`src/rtl/uart_apb_pkg.sv`:
```
// rtl/uart_apb_pkg.sv - shared widths, FSM state and command type for uart_apb_master
// Contents: ADDR_W/DATA_W, state_t {IDLE, SETUP, ACCESS, RSP}, cmd_t {write, addr, wdata}.
package uart_apb_pkg;

  localparam int ADDR_W = 10;
  localparam int DATA_W = 16;

  typedef enum logic [1:0] {
    IDLE,
    SETUP,
    ACCESS,
    RSP
  } state_t;

  typedef struct packed {
    logic              write;
    logic [ADDR_W-1:0] addr;
    logic [DATA_W-1:0] wdata;
  } cmd_t;

endpackage

```
`src/rtl/uart_apb_master_if.sv`:
```
// rtl/uart_apb_master_if.sv - command/response handshake and APB2 bus bundle
// master: the bridge (drives cmd_ready, rsp_*, busy, PSEL/PENABLE/PWRITE/PADDR/PWDATA).
// slave : the environment (drives cmd_*, rsp_ready, PRDATA).
interface uart_apb_master_if;
  import uart_apb_pkg::*;

  logic              cmd_valid;
  logic              cmd_ready;
  logic              cmd_write;
  logic [ADDR_W-1:0] cmd_addr;
  logic [DATA_W-1:0] cmd_wdata;
  logic              rsp_valid;
  logic              rsp_ready;
  logic [DATA_W-1:0] rsp_rdata;
  logic              busy;
  logic              PSEL;
  logic              PENABLE;
  logic              PWRITE;
  logic [ADDR_W+1:2] PADDR;
  logic [DATA_W-1:0] PWDATA;
  logic [DATA_W-1:0] PRDATA;

  modport master (
    input  cmd_valid, cmd_write, cmd_addr, cmd_wdata, rsp_ready, PRDATA,
    output cmd_ready, rsp_valid, rsp_rdata, busy,
    output PSEL, PENABLE, PWRITE, PADDR, PWDATA
  );

  modport slave (
    output cmd_valid, cmd_write, cmd_addr, cmd_wdata, rsp_ready, PRDATA,
    input  cmd_ready, rsp_valid, rsp_rdata, busy,
    input  PSEL, PENABLE, PWRITE, PADDR, PWDATA
  );

endinterface

```
`src/rtl/uart_apb_cmd_fifo.sv`:
```
// rtl/uart_apb_cmd_fifo.sv - synchronous command FIFO, DEPTH entries of type T
// Ports: clk, resetn (sync active-low), push/din, pop, full, empty, head (entry at read pointer).
module uart_apb_cmd_fifo #(
  parameter int  DEPTH = 4,
  parameter type T     = logic [7:0]
) (
  input  logic clk,
  input  logic resetn,
  input  logic push,
  input  T     din,
  input  logic pop,
  output logic full,
  output logic empty,
  output T     head
);

  localparam int PTR_W = $clog2(DEPTH);

  T                 mem [DEPTH];
  logic [PTR_W-1:0] wr_ptr;
  logic [PTR_W-1:0] rd_ptr;
  logic [PTR_W:0]   count;
  logic             do_push;
  logic             do_pop;

  assign full    = (count == (PTR_W+1)'(DEPTH));
  assign empty   = (count == '0);
  assign do_push = push && !full;
  assign do_pop  = pop && !empty;
  assign head    = mem[rd_ptr];

  // DEPTH is a power of two, so the pointers wrap naturally at PTR_W bits.
  always_ff @(posedge clk) begin
    if (!resetn) begin
      wr_ptr <= '0;
      rd_ptr <= '0;
      count  <= '0;
    end else begin
      if (do_push) wr_ptr <= wr_ptr + PTR_W'(1);
      if (do_pop)  rd_ptr <= rd_ptr + PTR_W'(1);
      case ({do_push, do_pop})
        2'b10:   count <= count + (PTR_W+1)'(1);
        2'b01:   count <= count - (PTR_W+1)'(1);
        default: count <= count;
      endcase
    end
  end

  always_ff @(posedge clk) begin
    if (resetn && do_push) mem[wr_ptr] <= din;
  end

endmodule

```
`src/rtl/uart_apb_master.sv`:
```
// rtl/uart_apb_master.sv - queued command to APB2 initiator bridge
// Ports: PCLK, PRESETn (sync active-low), bus (uart_apb_master_if.master):
//   cmd_valid/cmd_ready/cmd_write/cmd_addr/cmd_wdata in, rsp_valid/rsp_ready/rsp_rdata out,
//   busy, PSEL/PENABLE/PWRITE/PADDR/PWDATA out, PRDATA in.
module uart_apb_master
  import uart_apb_pkg::*;
#(
  parameter int FIFO_DEPTH = 4
) (
  input  logic              PCLK,
  input  logic              PRESETn,
  uart_apb_master_if.master bus
);

  state_t            state;
  state_t            next_state;
  cmd_t              push_cmd;
  cmd_t              head;
  cmd_t              xfer;
  logic              fifo_full;
  logic              fifo_empty;
  logic              pop;
  logic              capture;
  logic [DATA_W-1:0] rdata_q;

  assign push_cmd = {bus.cmd_write, bus.cmd_addr, bus.cmd_wdata};

  uart_apb_cmd_fifo #(
    .DEPTH (FIFO_DEPTH),
    .T     (cmd_t)
  ) u_fifo (
    .clk    (PCLK),
    .resetn (PRESETn),
    .push   (bus.cmd_valid),
    .din    (push_cmd),
    .pop    (pop),
    .full   (fifo_full),
    .empty  (fifo_empty),
    .head   (head)
  );

  always_comb begin
    next_state = state;
    pop        = 1'b0;
    capture    = 1'b0;
    case (state)
      IDLE: begin
        if (!fifo_empty) begin
          pop        = 1'b1;
          next_state = SETUP;
        end
      end
      SETUP: next_state = ACCESS;
      ACCESS: begin
        if (!xfer.write) begin
          capture    = 1'b1;
          next_state = RSP;
        end else if (!fifo_empty) begin
          pop        = 1'b1;
          next_state = SETUP;
        end else begin
          next_state = IDLE;
        end
      end
      RSP: begin
        if (bus.rsp_ready) begin
          if (!fifo_empty) begin
            pop        = 1'b1;
            next_state = SETUP;
          end else begin
            next_state = IDLE;
          end
        end
      end
      default: next_state = IDLE;
    endcase
  end

  // The transfer registers feed the APB address/data pins directly, so they
  // keep the last transfer's values while idle; read transfers store zero data.
  always_ff @(posedge PCLK) begin
    if (!PRESETn) begin
      state   <= IDLE;
      xfer    <= '0;
      rdata_q <= '0;
    end else begin
      state <= next_state;
      if (pop) begin
        xfer.write <= head.write;
        xfer.addr  <= head.addr;
        xfer.wdata <= head.write ? head.wdata : '0;
      end
      if (capture) rdata_q <= bus.PRDATA;
    end
  end

  assign bus.cmd_ready = !fifo_full;
  assign bus.PSEL      = (state == SETUP) || (state == ACCESS);
  assign bus.PENABLE   = (state == ACCESS);
  assign bus.PWRITE    = xfer.write;
  assign bus.PADDR     = xfer.addr;
  assign bus.PWDATA    = xfer.wdata;
  assign bus.rsp_valid = (state == RSP);
  assign bus.rsp_rdata = rdata_q;
  assign bus.busy      = (state != IDLE) || !fifo_empty;

endmodule

```
`src/flat_wrapper.sv`:
```
// flat-port wrapper written by rule: the top's interface ports become plain ports
module uart_apb_master_flat import uart_apb_pkg::*;
#(
  parameter int FIFO_DEPTH = 4
)
  (PCLK, PRESETn, bus_cmd_valid, bus_cmd_write, bus_cmd_addr, bus_cmd_wdata, bus_rsp_ready, bus_PRDATA, bus_cmd_ready, bus_rsp_valid, bus_rsp_rdata, bus_busy, bus_PSEL, bus_PENABLE, bus_PWRITE, bus_PADDR, bus_PWDATA);
  uart_apb_master_if bus_i ();
  input  logic PCLK;
  input  logic PRESETn;
  input wire logic [$bits(bus_i.cmd_valid)-1:0] bus_cmd_valid;
  input wire logic [$bits(bus_i.cmd_write)-1:0] bus_cmd_write;
  input wire logic [$bits(bus_i.cmd_addr)-1:0] bus_cmd_addr;
  input wire logic [$bits(bus_i.cmd_wdata)-1:0] bus_cmd_wdata;
  input wire logic [$bits(bus_i.rsp_ready)-1:0] bus_rsp_ready;
  input wire logic [$bits(bus_i.PRDATA)-1:0] bus_PRDATA;
  output wire logic [$bits(bus_i.cmd_ready)-1:0] bus_cmd_ready;
  output wire logic [$bits(bus_i.rsp_valid)-1:0] bus_rsp_valid;
  output wire logic [$bits(bus_i.rsp_rdata)-1:0] bus_rsp_rdata;
  output wire logic [$bits(bus_i.busy)-1:0] bus_busy;
  output wire logic [$bits(bus_i.PSEL)-1:0] bus_PSEL;
  output wire logic [$bits(bus_i.PENABLE)-1:0] bus_PENABLE;
  output wire logic [$bits(bus_i.PWRITE)-1:0] bus_PWRITE;
  output wire logic [$bits(bus_i.PADDR)-1:0] bus_PADDR;
  output wire logic [$bits(bus_i.PWDATA)-1:0] bus_PWDATA;
  assign bus_i.cmd_valid = bus_cmd_valid;
  assign bus_i.cmd_write = bus_cmd_write;
  assign bus_i.cmd_addr = bus_cmd_addr;
  assign bus_i.cmd_wdata = bus_cmd_wdata;
  assign bus_i.rsp_ready = bus_rsp_ready;
  assign bus_i.PRDATA = bus_PRDATA;
  assign bus_cmd_ready = bus_i.cmd_ready;
  assign bus_rsp_valid = bus_i.rsp_valid;
  assign bus_rsp_rdata = bus_i.rsp_rdata;
  assign bus_busy = bus_i.busy;
  assign bus_PSEL = bus_i.PSEL;
  assign bus_PENABLE = bus_i.PENABLE;
  assign bus_PWRITE = bus_i.PWRITE;
  assign bus_PADDR = bus_i.PADDR;
  assign bus_PWDATA = bus_i.PWDATA;
  uart_apb_master #(.FIFO_DEPTH(FIFO_DEPTH)) u_core (.PCLK(PCLK), .PRESETn(PRESETn), .bus(bus_i));
endmodule
```
`config.mk`:
```
export PLATFORM = sky130hd
export DESIGN_NAME = uart_apb_master_flat
export DESIGN_NICKNAME = d
export VERILOG_FILES = /design/src/rtl/uart_apb_pkg.sv /design/src/rtl/uart_apb_master_if.sv /design/src/rtl/uart_apb_cmd_fifo.sv /design/src/rtl/uart_apb_master.sv /design/src/flat_wrapper.sv
export SDC_FILE = /design/constraint.sdc
export NUM_CORES = 1
export LEC_CHECK = 0
export ABC_AREA = 1
export CORE_ASPECT_RATIO = 0.8
export CORE_MARGIN = 1
export CORE_UTILIZATION = 54
export DETAILED_ROUTE_END_ITERATION = 10
export GPL_TIMING_DRIVEN = 0
export PLACE_DENSITY = 0.79
export SETUP_SLACK_MARGIN = 0.5
export SLEW_MARGIN = 10
export SYNTH_ARGS = -nofsm -noshare
export SYNTH_HDL_FRONTEND = slang
export SYNTH_SLANG_ARGS = --single-unit
```
`constraint.sdc`:
```
create_clock -name PCLK -period 3 [get_ports PCLK]
set_clock_uncertainty 0.1 [all_clocks]
set_input_delay 0.3 -clock PCLK [delete_from_list [all_inputs] [get_ports PCLK]]
set_output_delay 0.3 -clock PCLK [all_outputs]
set_load 0.02 [all_outputs]
```
# Word level (Yosys, flattened, before mapping)
# Memories as Yosys holds them, arrays and structs flattened. A register that Yosys moved wholly into a read port is not among the register bits.
# Cells that the tools add are included.
# op_classes
n_reduce_logical	12
n_eq_ne	8
n_mux	17
n_addsub	4
# ops
op	count
$mux W16	1
$mux W2	5
$mux W1	8
$pmux W2 S4	1
$eq A2 B2 Y1 const B	3
$pmux W3 S2	1
$add A2 B1 Y2 const B	2
$eq A2 B1 Y1 const B	2
$ne A2 B2 Y1 const B	2
$reduce_bool A2 Y1	2
$add A3 B1 Y3 const B	1
$eq A3 B3 Y1 const B	1
$logic_and A1 B1 Y1	3
$logic_not A3 Y1	1
$pmux W1 S3	1
$sub A3 B1 Y3 const B	1
$logic_not A1 Y1	2
$logic_not A2 Y1	1
$logic_or A1 B1 Y1	2
$reduce_and A2 Y1	1
# totals
ram_bits	108
register_bits	52
wordCells	50
memories	1
in_bits	47
# memory_table
name	words	word_bits	rd	rd_ports_with_merged_regs	write_ports	line_no	rtl
u_core.u_fifo.mem	4	27	1	1	1	uart_apb_cmd_fifo.sv:19	T mem [DEPTH];

# Longest topological paths before layout
# depth
word_depth	7
mapped_depth	15

# By module
# A second synthesis with hierarchy kept.
# hier_totals
hier_cells	614
area_unflattened_um2	6565.0
# modules_own_cells
mod	seq_area_each_um2	area_each_um2	instances	cells_per_inst
uart_apb_cmd_fifo	3423.3	4583.1	1	336
uart_apb_master	900.9	1981.9	1	278

# Worst setup path after synthesis
# OpenSTA, ideal clock, no wires.
# synth_path
kind	register -> register
startpoint	register u_core.state[0]
endpoint	register u_core.u_fifo.count[2]
path_stages_with_launch	16
path_buffers	2
period_less_slack_ps	2580
setup_ps	122
arrival_ps	2358
required_time_ps	2778
path_slack_ps	420
cell_sequence	dfxtp_1 inv_1 ha_1 inv_1 nand2_1 nand3_4 a21oi_4 buf_6 buf_6 ha_1 inv_1 fa_1 a21oi_1 o21ai_0 o21ai_0 a21oi_1
# synth_between
elab_chain_cells	5
word_cells_on_any_way	9
cone_classes	eq/ne: 4; mux: 2; reduce/logical: 3
# synth_lines
item	line_no	rtl
from (decl)	uart_apb_master.sv:15	state_t state;
from (signal assigned)	uart_apb_master.sv:87	state <= next_state;
$eq A2 B2 Y1 *	n/a	
net bus_PENABLE	flat_wrapper.sv:21	output wire logic [$bits(bus_i.PENABLE)-1:0] bus_PENABLE;
$pmux W1 S3 *	uart_apb_master.sv:46	case (state)
$logic_and A1 B1 Y1 *	uart_apb_cmd_fifo.sv:29	assign do_pop = pop && !empty;
net u_core.u_fifo.do_pop	uart_apb_cmd_fifo.sv:24	logic do_pop;
$eq A2 B1 Y1 or $eq A2 B2 Y1 (tied branches)	uart_apb_cmd_fifo.sv:41	case ({do_push, do_pop})
$pmux W3 S2 or $reduce_bool A2 Y1 (tied branches)	n/a	
to (signal assigned)	uart_apb_cmd_fifo.sv:42	2'b10: count <= count + (PTR_W+1)'(1);
to (signal assigned)	uart_apb_cmd_fifo.sv:43	2'b01: count <= count - (PTR_W+1)'(1);
to (signal assigned)	uart_apb_cmd_fifo.sv:44	default: count <= count;
to (decl)	uart_apb_cmd_fifo.sv:22	logic [PTR_W:0] count;
# Mark *: on every way through the listed nets, which the timed path passes. The rest lies on a longest branch.
# A chain may end at the register's enable or synchronous reset.

# Final worst setup path
# layout_path
startpoint	register u_core.state[1]
endpoint	register u_core.u_fifo.count[2]
# layout_between
elab_chain_cells	5
word_cells_on_any_way	9
cone_classes	eq/ne: 4; mux: 2; reduce/logical: 3
# layout_lines
item	line_no
$eq A2 B2 Y1 or $logic_not A2 Y1 (tied branches)	uart_apb_master.sv:46
$pmux W1 S3 *	uart_apb_master.sv:46
$logic_and A1 B1 Y1 *	uart_apb_cmd_fifo.sv:29
net u_core.u_fifo.do_pop	uart_apb_cmd_fifo.sv:24
$eq A2 B1 Y1 or $eq A2 B2 Y1 (tied branches)	uart_apb_cmd_fifo.sv:41
$pmux W3 S2 or $reduce_bool A2 Y1 (tied branches)	n/a
# Marks and branches as above.

==> impl_metrics.json <==
{
  "vias": 4945,
  "crit_type": "reg -> reg",
  "postSynthAreaPerCell_um2": 9.81,
  "drcViolationCount": 0,
  "worstSetupStartpointType": "register",
  "path_cells": "ha_4, inv_4, nand2_2, nand2_2, nand3_4, a21oi_4, buf_6, buf_8, ha_4, inv_2, fa_2, a21oi_2, o21ai_1, o21ai_1, a21oi_1",
  "status": "completed",
  "grt_pass1_wl_um": 23700,
  "fin_crit_ns": 2.40,
  "yosys_warnings": 0,
  "pre_cts_ws_ns": 0.237,
  "synth_compound_area_share_pct": 7.08,
  "ant_nets": 0,
  "worstMarginPinSlew_ns": 0.648,
  "rsz0062_at_grt": "no",
  "row_count": 35,
  "arrival_ns": 2.60,
  "final_cell_mix": "nand2_1, edfxtp_1, inv_1, clkdlybuf4s50_1, nor2_1",
  "clock_sinks": 162,
  "cp_top_family": "adder cells",
  "slew_violations": 0,
  "diodes": 0,
  "layout-drive-gt1-share_pct": 10.2,
  "io_pins": 95,
  "cts.root.buffer_cell": "clkbuf_16",
  "drv_cap": 0,
  "synthCells": 679,
  "slowest_stage": "fa_2",
  "grt_start_max_net_pins": 27,
  "drtIter0Drc": 359,
  "die_height_um": 101,
  "r2r.worst_path.cells": 15,
  "coreArea_um2": 11800,
  "ctsHoldBuffers": 0,
  "synth_adder_area_share_pct": 2.18,
  "finalHoldViolCount": 0,
  "start_util_pct": 56.6,
  "holdPathStages": 3,
  "maxSlewHeadroom_pct": 56.8,
  "ir_drop_mv": 0.562,
  "drt-pass1-iter-count": 6,
  "timing.rr.start": "u_core.state[1]",
  "max_freq_mhz": 417,
  "wirelength_um": 15200,
  "vias_per_cell": 5.15,
  "critPathBufInv": 4,
  "dieArea_um2": 12800,
  "synth_cell_types": 25,
  "critPathCaptureType": "register",
  "final.setup.tns_ns": 0,
  "syn_nets": 737,
  "finalSetupViolations": 0,
  "cts_buffers": 17,
  "cts_tree": "built",
  "synthMuxAreaShare_pct": 0,
  "worstPathRequired_ns": 3.20,
  "grt_use_total_pct": 24.8,
  "layout_commonest_cell": "nand2_1",
  "ys_ff_latch": 162,
  "min_to": "u_core.u_fifo.count[2]",
  "leakage_nw": 3.54,
  "clk_path_buf_depth": 2,
  "pwr_density_cell_nw_per_um2": 961,
  "die_x_um": 126,
  "htreeDepth": 4,
  "hp-class": "in -> reg",
  "grt_overflow_total": 0,
  "critPathMaxStageDelay_ns": 0.40,
  "synthSimpleGateAreaFrac_pct": 17.3,
  "path_max_fanout": 4,
  "place_congestion": 0.761,
  "antenna_found_initial": 0,
  "syn_area_um2": 6660,
  "grt_pass1_vias": 4884,
  "insertion_delay_ns": 0.42,
  "synth-seq-area-share_pct": 64.9,
  "timing.hold.ws_ns": 0.106,
  "ff2ff_setup_slack_ns": 0.60,
  "final.setup.worst_slack_ns": 0.602,
  "synth_top_family_by_area": "simple AND/OR/NAND/NOR gates",
  "port_buffers": 93,
  "clk_pin_slew_ns": 0.06,
  "rr_endpoint": "u_core.u_fifo.count[2]",
  "wire_per_inst_um": 15.8,
  "synthXorXnorAreaFrac_pct": 0.131,
  "final_nets": 858,
  "area_growth_pct": 29.2,
  "dp_hpwl_um": 9880,
  "finalCritPeriodShare_pct": 79.9,
  "min-delay-start": "PRESETn"
}
cell usage after synthesis, drive strengths merged:
master / number / share of area, %
nand2: 152 / 9.0
nand3: 38 / 3.0
clkbuf: 7 / 0.39
clkinv: 2 / 0.11
inv: 100 / 5.6
dfxtp: 54 / 16
a21oi: 28 / 2.3
o21ai: 64 / 4.8
buf: 22 / 2.3
nor2: 92 / 5.2
xor2: 1 / 0.13
edfxtp: 108 / 49
ha: 10 / 1.9
fa: 1 / 0.30
stage by stage:
step,instance area (µm²),total power (W),std cells,utilization [%]
after floorplan,6690,0.00483,679,-
after global placement,7800,0.00580,920,66.3
after detailed placement,7930,0.00594,924,67.3
after CTS,8560,0.00819,959,72.7
after global routing,8610,0.00872,961,73.1
final,8610,0.00827,961,73.1
what timing repair did:
item                       CTS  global route
resized for setup            6            11
pin swaps                    0             6
setup endpoints to repair    1             1
setup buffers                3             2
sequential cells by signal, summed over array words and instances (netlist names), named ones only:
register	flops
u_core.bus.PWDATA	16
u_core.bus.rsp_rdata	16
u_core.bus.PADDR	10
u_core.bus.PWRITE	1
u_core.u_fifo.wr_ptr	2
u_core.u_fifo.count	3
u_core.u_fifo.mem	108
u_core.u_fifo.rd_ptr	2
u_core.state	2
worst max path at each step:
| stage | from | to | slack (ns) | cells after the start |
|---|---|---|---|---|
| 6_report | u_core.state[1] | u_core.u_fifo.count[2] | 0.60 | 15 |
| 5_1_grt | u_core.state[1] | u_core.u_fifo.count[2] | 0.49 | 15 |
| 4_1_cts | u_core.state[1] | u_core.u_fifo.count[2] | 0.52 | 15 |
| 3_5_place_dp | bus_rsp_ready | u_core.u_fifo.count[2] | 0.24 | 14 |
| 3_3_place_gp | bus_cmd_valid | u_core.u_fifo.mem[1][7] | -0.55 | 3 |
| 2_1_floorplan | u_core.u_fifo.count[0] | u_core.u_fifo.mem[0][0] | 0.53 | 4 |
final cells by class:
type	instances	area (µm²)
Clock buffer	20	447
Fill cell	774	3170
Tap cell	148	185
Timing Repair Buffer	102	1060
Inverter	102	388
Clock inverter	12	154
Buffer	29	181
Sequential cell	162	4330
Multi-Input combinational cell	386	1860
per-layer routing:
| metal | track usage [%] | part of all wire [%] |
|---|---|---|
| met3 | 6.18 | 6.1 |
| met1 | 30.3 | 42 |
| met2 | 43.1 | 51 |
| met5 | 0 | 0 |
| met4 | 9.73 | 1.4 |
tightest hold or removal path, stage by stage:
cell and delay [ns]:
buf_2 0.15, o21ai_1 0.08, a21oi_1 0.04
logic make-up after synthesis:
group / after synthesis
flops: 162
xor+xnor: 1
compound gates: 92
simple gates: 282
buf+inv: 131
fa+ha+maj: 11
power by group:
| group | internal, W | leakage, nW | switching [W] |
|---|---|---|---|
| Combinational | 0.00123 | 1.84 | 0.00194 |
| Clock | 0.00133 | 0.278 | 0.000864 |
| Sequential | 0.00272 | 1.42 | 0.000175 |
(Power assumes the default switching activity.)
